### src/rtl/mem_arbiter.sv
// Single-port memory arbiter between fetch (IF) and data (DM) requesters, with wait-cycle timeout.
// Define MEM_ARBITER_RR_EN for round-robin on collisions; otherwise DM has fixed priority.
module mem_arbiter #(
  parameter int MAX_WAIT = 15
) (
  input  logic        clk,
  input  logic        rst_n,
  input  logic        if_req,
  input  logic [31:0] if_addr,
  output logic        if_done,
  output logic [31:0] if_rdata,
  output logic        if_stall,
  input  logic        dm_req,
  input  logic        dm_we,
  input  logic [31:0] dm_addr,
  input  logic [31:0] dm_wdata,
  output logic        dm_done,
  output logic [31:0] dm_rdata,
  output logic        dm_stall,
  output logic        err,
  output logic        mem_req,
  output logic        mem_we,
  output logic [31:0] mem_addr,
  output logic [31:0] mem_wdata,
  input  logic [31:0] mem_rdata,
  input  logic        mem_ready
);

  typedef enum logic [1:0] {IDLE, GNT_IF, GNT_DM} state_t;

  localparam logic [3:0] MAX_CNT = 4'(MAX_WAIT);

  state_t     state, state_nxt;
  logic [3:0] wait_cnt;
  logic       we_q;
  logic       if_elig, dm_elig, pick_dm, timeout, finish;

  // A requester whose done is pulsing this cycle is still holding req from the finished access.
  assign if_elig = if_req & ~if_done;
  assign dm_elig = dm_req & ~dm_done;

`ifdef MEM_ARBITER_RR_EN
  logic last_dm;
  assign pick_dm = dm_elig & (~if_elig | ~last_dm);
`else
  assign pick_dm = dm_elig;
`endif

  assign timeout  = (state != IDLE) & ~mem_ready & (wait_cnt == MAX_CNT);
  assign finish   = (state != IDLE) & (mem_ready | timeout);
  assign if_stall = if_req & ~if_done;
  assign dm_stall = dm_req & ~dm_done;

  always_ff @(posedge clk or negedge rst_n) begin
    if (!rst_n) state <= IDLE;
    else        state <= state_nxt;
  end

  always_comb begin
    state_nxt = state;
    case (state)
      IDLE: begin
        if (pick_dm)      state_nxt = GNT_DM;
        else if (if_elig) state_nxt = GNT_IF;
      end
      GNT_IF, GNT_DM: if (finish) state_nxt = IDLE;
      default: state_nxt = IDLE;
    endcase
  end

  always_comb begin
    mem_req = 1'b0;
    mem_we  = 1'b0;
    case (state)
      GNT_IF: mem_req = 1'b1;
      GNT_DM: begin
        mem_req = 1'b1;
        mem_we  = we_q;
      end
      default: ;
    endcase
  end

  always_ff @(posedge clk or negedge rst_n) begin
    if (!rst_n) begin
      mem_addr  <= '0;
      mem_wdata <= '0;
      we_q      <= 1'b0;
      wait_cnt  <= '0;
      if_done   <= 1'b0;
      dm_done   <= 1'b0;
      err       <= 1'b0;
      if_rdata  <= '0;
      dm_rdata  <= '0;
    end else begin
      if_done <= (state == GNT_IF) & finish;
      dm_done <= (state == GNT_DM) & finish;
      err     <= timeout;
      if (state == IDLE) begin
        wait_cnt <= '0;
        if (pick_dm) begin
          mem_addr  <= dm_addr;
          mem_wdata <= dm_wdata;
          we_q      <= dm_we;
        end else if (if_elig) begin
          mem_addr <= if_addr;
          we_q     <= 1'b0;
        end
      end else if (!mem_ready) begin
        wait_cnt <= wait_cnt + 4'd1;
      end
      if (state == GNT_IF && mem_ready)          if_rdata <= mem_rdata;
      if (state == GNT_DM && mem_ready && !we_q) dm_rdata <= mem_rdata;
    end
  end

`ifdef MEM_ARBITER_RR_EN
  always_ff @(posedge clk or negedge rst_n) begin
    if (!rst_n)                                 last_dm <= 1'b0;
    else if (state == IDLE && (pick_dm | if_elig)) last_dm <= pick_dm;
  end
`endif

endmodule

### config.mk
export PLATFORM = sky130hd
export DESIGN_NAME = mem_arbiter
export DESIGN_NICKNAME = d
export VERILOG_FILES = /design/src/rtl/mem_arbiter.sv
export SDC_FILE = /design/constraint.sdc
export NUM_CORES = 1
export LEC_CHECK = 0
export ABC_AREA = 1
export BUFFER_PORTS_ARGS = -buffer_cell sky130_fd_sc_hd__clkbuf_2
export CAP_MARGIN = 10
export CELL_PAD_IN_SITES_DETAIL_PLACEMENT = 1
export CELL_PAD_IN_SITES_GLOBAL_PLACEMENT = 1
export CORE_UTILIZATION = 34
export CTS_BUF_LIST = sky130_fd_sc_hd__clkbuf_2 sky130_fd_sc_hd__clkbuf_4 sky130_fd_sc_hd__clkbuf_8
export DETAILED_ROUTE_END_ITERATION = 10
export HOLD_SLACK_MARGIN = 0.15
export PLACE_DENSITY_LB_ADDON = 0.1
export SYNTH_ARGS = -nofsm -noshare
export SYNTH_HDL_FRONTEND = slang
export SYNTH_SLANG_ARGS = --single-unit
### constraint.sdc
create_clock -name clk -period 2.1 [get_ports clk]
set_clock_uncertainty 0.1 [all_clocks]
set_input_delay 0.105 -clock clk [delete_from_list [all_inputs] [get_ports clk]]
set_output_delay 0.105 -clock clk [all_outputs]
set_load 0.01 [all_outputs]
==> reports/qor.txt, run 1 <==
Synth warn -> 0
Worst endpoint required time -> 2.31 ns
P per Cell Area -> 1249 nW/µm²
Die Y -> 131.9 µm
Transition time of the tightest slew-check pin -> 0.5913 ns
Most common cell after layout, fill and taps aside -> nand2_1
Post-CTS Setup Inserts -> 0
Worst skew pair latency -> 0.42 ns
Share of cells above drive strength 1 -> 0.2927
Filler cells -> 2042
Hold crit path type -> input pin to register
First-pass iteration count of the detailed router -> 4
R2r setup slk -> 0.1 ns
Syn nets -> 817
Port bufs -> 268
F_max -> 0.4993 GHz
CTS tree -> yes
Yosys cell types -> 22
Grt total ovfl -> 0
Final worst-path cycle share -> 0.9536
Synth top area share -> 0.6020
Status -> finished, final reports clean
DR iter-0 viols -> 302
Via/cell ratio -> 4.650
Total Neg Setup Slack -> 0 ns
R2r worst-path depth -> 9
Total die area -> 17400 µm²
Critical path fanouts, max -> 24
Slew Viols, Final -> 0
Syn Area/Cell -> 8.449 µm²
Post-DR wirelength/cell -> 15.73 µm
Die X -> 131.9 µm
Synth top area cells -> dfrtp_1 60%, nand2_1 22%, o21ai_0 8.2%
Total GRT Usage -> 0.2469
R2R Path Start -> dm_done
DRC errors left -> 0
Antenna violations before repair -> 1
Maxcap violations -> 0
CTS max path bufs -> 2
WL final -> 20630 µm
Arr. time, crit path -> 2.22 ns
Largest net degree at the start of global routing -> 65
Sink Count -> 138
Register bit count reported by yosys -> 138
CTS buffer count -> 17
Leakage -> 5.116 nW
Vias in the first global route -> 6761
Vias -> 6096
Crit Path Class -> register to register
Post-Synthesis Cells -> 679
Fin. Hold Viols -> 0
IO Pins -> 269
Slew margin rel. -> 0.6052
Hold path cells -> 6
Final #Nets -> 1217
Synth area leader -> dfrtp_1
Crit path time final -> 2.003 ns
Sequential share of the synthesized area -> 0.6020
Worst Setup Slack, final -> 0.09736 ns
CTS H-tree lvls -> 4
Place WS -> 0.2385 ns
Commonest non-fill, non-tap cells in the layout -> 334 x nand2_1, 267 x clkbuf_2, 138 x dfrtp_1, 137 x dlygate4sd3_1, 94 x o21ai_0
Setup crit end kind -> register
Hold endpoint -> state[0]
HP Start -> dm_req
GPL Wtd Cong -> 0.7765
Startpoint types -> register
First-pass GRT wire length -> 33930 µm
Synth-to-Final Area Change -> 58.34%
Tot Pwr -> 0.01135 W
Site Rows -> 47
Reg clk slew, reported paths -> 0.08 ns
Starting Density -> 0.3472
Worst vdd ir -> 0.0004460 V
FF-to-FF End -> mem_addr[9]
Synth Cell Area -> 5737 µm²
Core area -> 16520 µm²
Setup-failing EPs final -> 0
Clk Tree Root Cell -> clkbuf_8
Post-DP HPWL -> 12810 µm
Remaining antenna violation count after routing -> 0
[cells by family (layout without fill, tap and decap cells)]
kind of cell / count (synthesis) / after routing / synth area share
other: 0 / 1 / 0
DFF: 138 / 138 / 0.6020
adders and majority gates: 4 / 4 / 0.008724
and+or+nand+nor: 352 / 352 / 0.2382
AOI/OAI and AO/OA: 103 / 103 / 0.09051
buffers and inverters: 82 / 493 / 0.06063
[cells in the mapped netlist (all sizes together)]
| library cell | instances |
|---|---|
| nand3 | 4 |
| a21oi | 3 |
| nand2 | 337 |
| and3 | 1 |
| clkbuf | 16 |
| ha | 4 |
| nand4 | 1 |
| nor3 | 1 |
| buf | 19 |
| nor2 | 8 |
| inv | 47 |
| dfrtp | 138 |
| o21ai | 100 |
[critical path: stages (launching register included)]
cell	delay, ns
dfrtp_1	0.34
inv_1	0.07
nand2_4	0.07
clkinv_2	0.20
buf_8	0.25
nand2_1	0.10
nand2_1	0.08
dlygate4sd3_1	0.56
nand2_1	0.07
nand2_1	0.06
[worst max-delay path by stage]
| stage | cells after the start | end | slack, ns | start |
|---|---|---|---|---|
| finish | 9 | mem_addr[9] | 0.1 | dm_done |
| detailed placement | 6 | mem_addr[17] | 0.24 | state[0] |
| CTS | 9 | mem_addr[9] | 0.02 | dm_done |
| global route | 9 | mem_addr[10] | -0.001 | dm_done |
| global placement | 5 | we_q | 0.38 | state[0] |
| floorplan | 7 | mem_addr[10] | 0.64 | state[0] |
[report_power, final]
part	total [W]	switching (W)	internal (W)
sequential	0.00453	0.000676	0.00386
combinational	0.00471	0.00287	0.00184
clock	0.00211	0.000969	0.00114
[area by class of cell]
| type | instances | area, µm² | share of cell area |
|---|---|---|---|
| flip-flops and latches | 138 | 3453 | 0.3802 |
| repair buffers | 416 | 2859 | 0.3147 |
| clock buffers | 23 | 285.3 | 0.03141 |
| multi-input cells | 459 | 1936 | 0.2131 |
| well taps | 220 | 275.3 | 0.03030 |
| diodes | 1 | 2.502 | 0.0002755 |
| inverters | 47 | 177.7 | 0.01956 |
| clock inverters | 7 | 95.09 | 0.01047 |
[sequential cells by signal, indices dropped and copies added (netlist names), 2 cells and up]
register / count
wait_cnt: 4
mem_wdata: 32
mem_addr: 32
state: 2
dm_rdata: 32
if_rdata: 32
[what timing repair did]
item | in CTS | in global routing
hold buffers | 137 | 0
hold endpoints to repair | 276 | 0
endpoints found under the setup margin | 0 | 20
gates resized for setup | 0 | 3
[layer usage]
metal | part of all wire | global-route usage | vias to the layer above
met5 | 0 | 0 | -
met4 | 0.031 | 0.1156 | 0
met3 | 0.052 | 0.05767 | 43
met2 | 0.51 | 0.4365 | 208
met1 | 0.40 | 0.2817 | 2952
li1 | - | - | 2893
[through the flow]
stage               utilization  std cells  area [µm²]  hold slack (ns)
floorplan                     -        679        5737          -0.2906
finish                   0.5497       1311        9084           0.1684
global route             0.5497       1311        9084           0.1873
global placement         0.4430       1143        7321         -0.01078
CTS                      0.5490       1310        9072           0.1600
detailed placement       0.4430       1143        7321        -0.005357
(Power assumes the default switching activity.)
==> inputs of run 2 (changes only) <==
Settings changed: CORE_ASPECT_RATIO from default to 2, CTS_CLUSTER_DIAMETER from default to 100.
==> run 2 against run 1 <==
- fmax is 3.5% higher
- sequential share of layout area is 0.052 points higher
- final area is 0.14% lower
- global-route usage hardly changed
- first-iteration DRC count is 57% lower
- total power is 0.84% higher
- utilization is 0.51 points higher
- clock power is 10% higher
==> reports/qor.txt, run 2 (same netlist as run 1, synthesis figures left out) <==
Startpoint types -> register (unchanged)
DRC errors left -> 0 (unchanged)
Crit. Startpoint -> dm_done (unchanged)
Antenna violations before repair -> 0 (was 1)
First-pass GRT wire length -> 32840 µm (was 33930 µm)
Setup crit end kind -> output port (was register)
WL final -> 20550 µm (was 20630 µm)
Port bufs -> 268 (unchanged)
CTS max path bufs -> 2 (unchanged)
Die Y -> 185.7 µm (was 131.9 µm)
Fin. Hold Viols -> 0 (unchanged)
Place WS -> 0.2862 ns (was 0.2385 ns)
CTS tree -> yes (unchanged)
CTS buffer count -> 17 (unchanged)
Crit path time final -> 1.936 ns (was 2.003 ns)
Post-DR wirelength/cell -> 15.92 µm (was 15.73 µm)
Hold_ws -> 0.1535 ns (was 0.1684 ns)
Maxcap violations -> 0 (unchanged)
CTS H-tree lvls -> 4 (unchanged)
Largest net degree at the start of global routing -> 65 (unchanged)
Remaining antenna violation count after routing -> 0 (unchanged)
Final #Nets -> 1212 (was 1217)
Clk Tree Root Cell -> clkbuf_8 (unchanged)
Post-route cell area -> 9071 µm² (was 9084 µm²)
Commonest non-fill, non-tap cells in the layout -> 334 x nand2_1, 267 x clkbuf_2, 138 x dfrtp_1, 133 x dlygate4sd3_1, 94 x o21ai_0 (was 334 x nand2_1, 267 x clkbuf_2, 138 x dfrtp_1, 137 x dlygate4sd3_1, 94 x o21ai_0)
Grt total ovfl -> 0 (unchanged)
Worst vdd ir -> 0.0005903 V (was 0.0004460 V)
RSZ-0062 raised after global routing -> no
Vias -> 6069 (was 6096)
Vias in the first global route -> 6832 (was 6761)
Slew margin rel. -> 0.6084 (was 0.6052)
Most common cell after layout, fill and taps aside -> nand2_1 (unchanged)
IO Pins -> 269 (unchanged)
GPL Wtd Cong -> 0.7881 (was 0.7765)
Crit Path Class -> register to output port (was register to register)
DR iter-0 viols -> 130 (was 302)
Worst Setup Slack, final -> 0.1644 ns (was 0.09736 ns)
Starting Density -> 0.3509 (was 0.3472)
Arr. time, crit path -> 1.73 ns (was 2.22 ns)
Hold crit path type -> input pin to register (unchanged)
Slew Viols, Final -> 0 (unchanged)
Finished Core Util -> 0.5548 (was 0.5497)
Post-DP HPWL -> 13170 µm (was 12810 µm)
Die X -> 93.85 µm (was 131.9 µm)
Critical path fanouts, max -> 34 (was 24)
F_max -> 0.5166 GHz (was 0.4993 GHz)
Sink Count -> 138 (unchanged)
Total Neg Setup Slack -> 0 ns (unchanged)
First-pass iteration count of the detailed router -> 4 (unchanged)
Placed cell areas -> 7273 µm² (was 7321 µm²)
Setup-failing EPs final -> 0 (unchanged)
Status -> finished, final reports clean (unchanged)
Site Rows -> 66 (was 47)
Share of cells above drive strength 1 -> 0.2944 (was 0.2927)
Leakage -> 5.110 nW (was 5.116 nW)
Final worst-path cycle share -> 0.9217 (was 0.9536)
P per Cell Area -> 1261 nW/µm² (was 1249 nW/µm²)
Transition time of the tightest slew-check pin -> 0.5865 ns (was 0.5913 ns)
HP Start -> dm_req (unchanged)
Synth-to-Final Area Change -> 58.12% (was 58.34%)
Worst skew pair latency -> 0.44 ns (was 0.42 ns)
Antenna cell count -> 0 (was 1)
Total GRT Usage -> 0.2466 (was 0.2469)
R2R Path Start -> dm_done (unchanged)
Reg clk slew, reported paths -> 0.08 ns (about the same)
Worst endpoint required time -> 1.89 ns (was 2.31 ns)
Via/cell ratio -> 4.701 (was 4.650)
Total die area -> 17430 µm² (was 17400 µm²)
Core area -> 16350 µm² (was 16520 µm²)
[run 2: through the flow]
stage | power (W) | instances
floorplan | 0.006853 | 679
global placement | 0.008725 | 1125
detailed placement | 0.008964 | 1125
CTS | 0.01155 | 1291
global route | 0.01233 | 1291
finish | 0.01144 | 1291
[run 2: power by group]
group | switching, W | leakage, nW | internal (W) | total [W]
sequential | 0.000717 | 1.73 | 0.00385 | 0.00457
clock | 0.00103 | 0.212 | 0.00130 | 0.00233
combinational | 0.00278 | 3.17 | 0.00176 | 0.00454
total | 0.00453 | 5.11 | 0.00691 | 0.0114
[run 2: routing by layer]
layer	vias up	wire, µm	global-route usage
li1	2878	-	-
met5	-	0	0
met1	2899	7075	0.2401
met3	65	1162	0.06332
met2	227	11300	0.4558
met4	0	1017	0.1458
[run 2: path summary, 6_finish.rpt]
path	slack (ns)	endpoint	cells past startpoint
max reg2reg	0.30	mem_wdata[1]	7
max in group asynchronous	0.92	dm_rdata[24]	4
min	0.15	mem_addr[30]	6
min in group asynchronous	0.66	dm_rdata[19]	4
min reg2reg	0.38	mem_wdata[3]	2
max	0.16	dm_stall	5
[run 2: repair_timing]
action | CTS | global route
buffers inserted | 0 | 0
endpoints found under the setup margin | 1 | 1
gates cloned | 0 | 0
gates resized for setup | 1 | 2
pin swaps | 0 | 0
hold endpoints to repair | 276 | 0
hold buffers | 134 | 0
[run 2: critical path, stage by stage, from the launching register on]
cell,delay [ns]
dfrtp_1,0.39
inv_1,0.14
nand2_8,0.18
inv_2,0.14
buf_8,0.23
clkbuf_2,0.17
[run 2: cell type report]
type                    instances  area (µm²)
fillers                      2042        7279
flip-flops and latches        138        3453
repair buffers                411        2811
multi-input cells             459        1944
clock buffers                  22       290.3
well taps                     204       255.2
inverters                      47       176.4
clock inverters                10       140.1
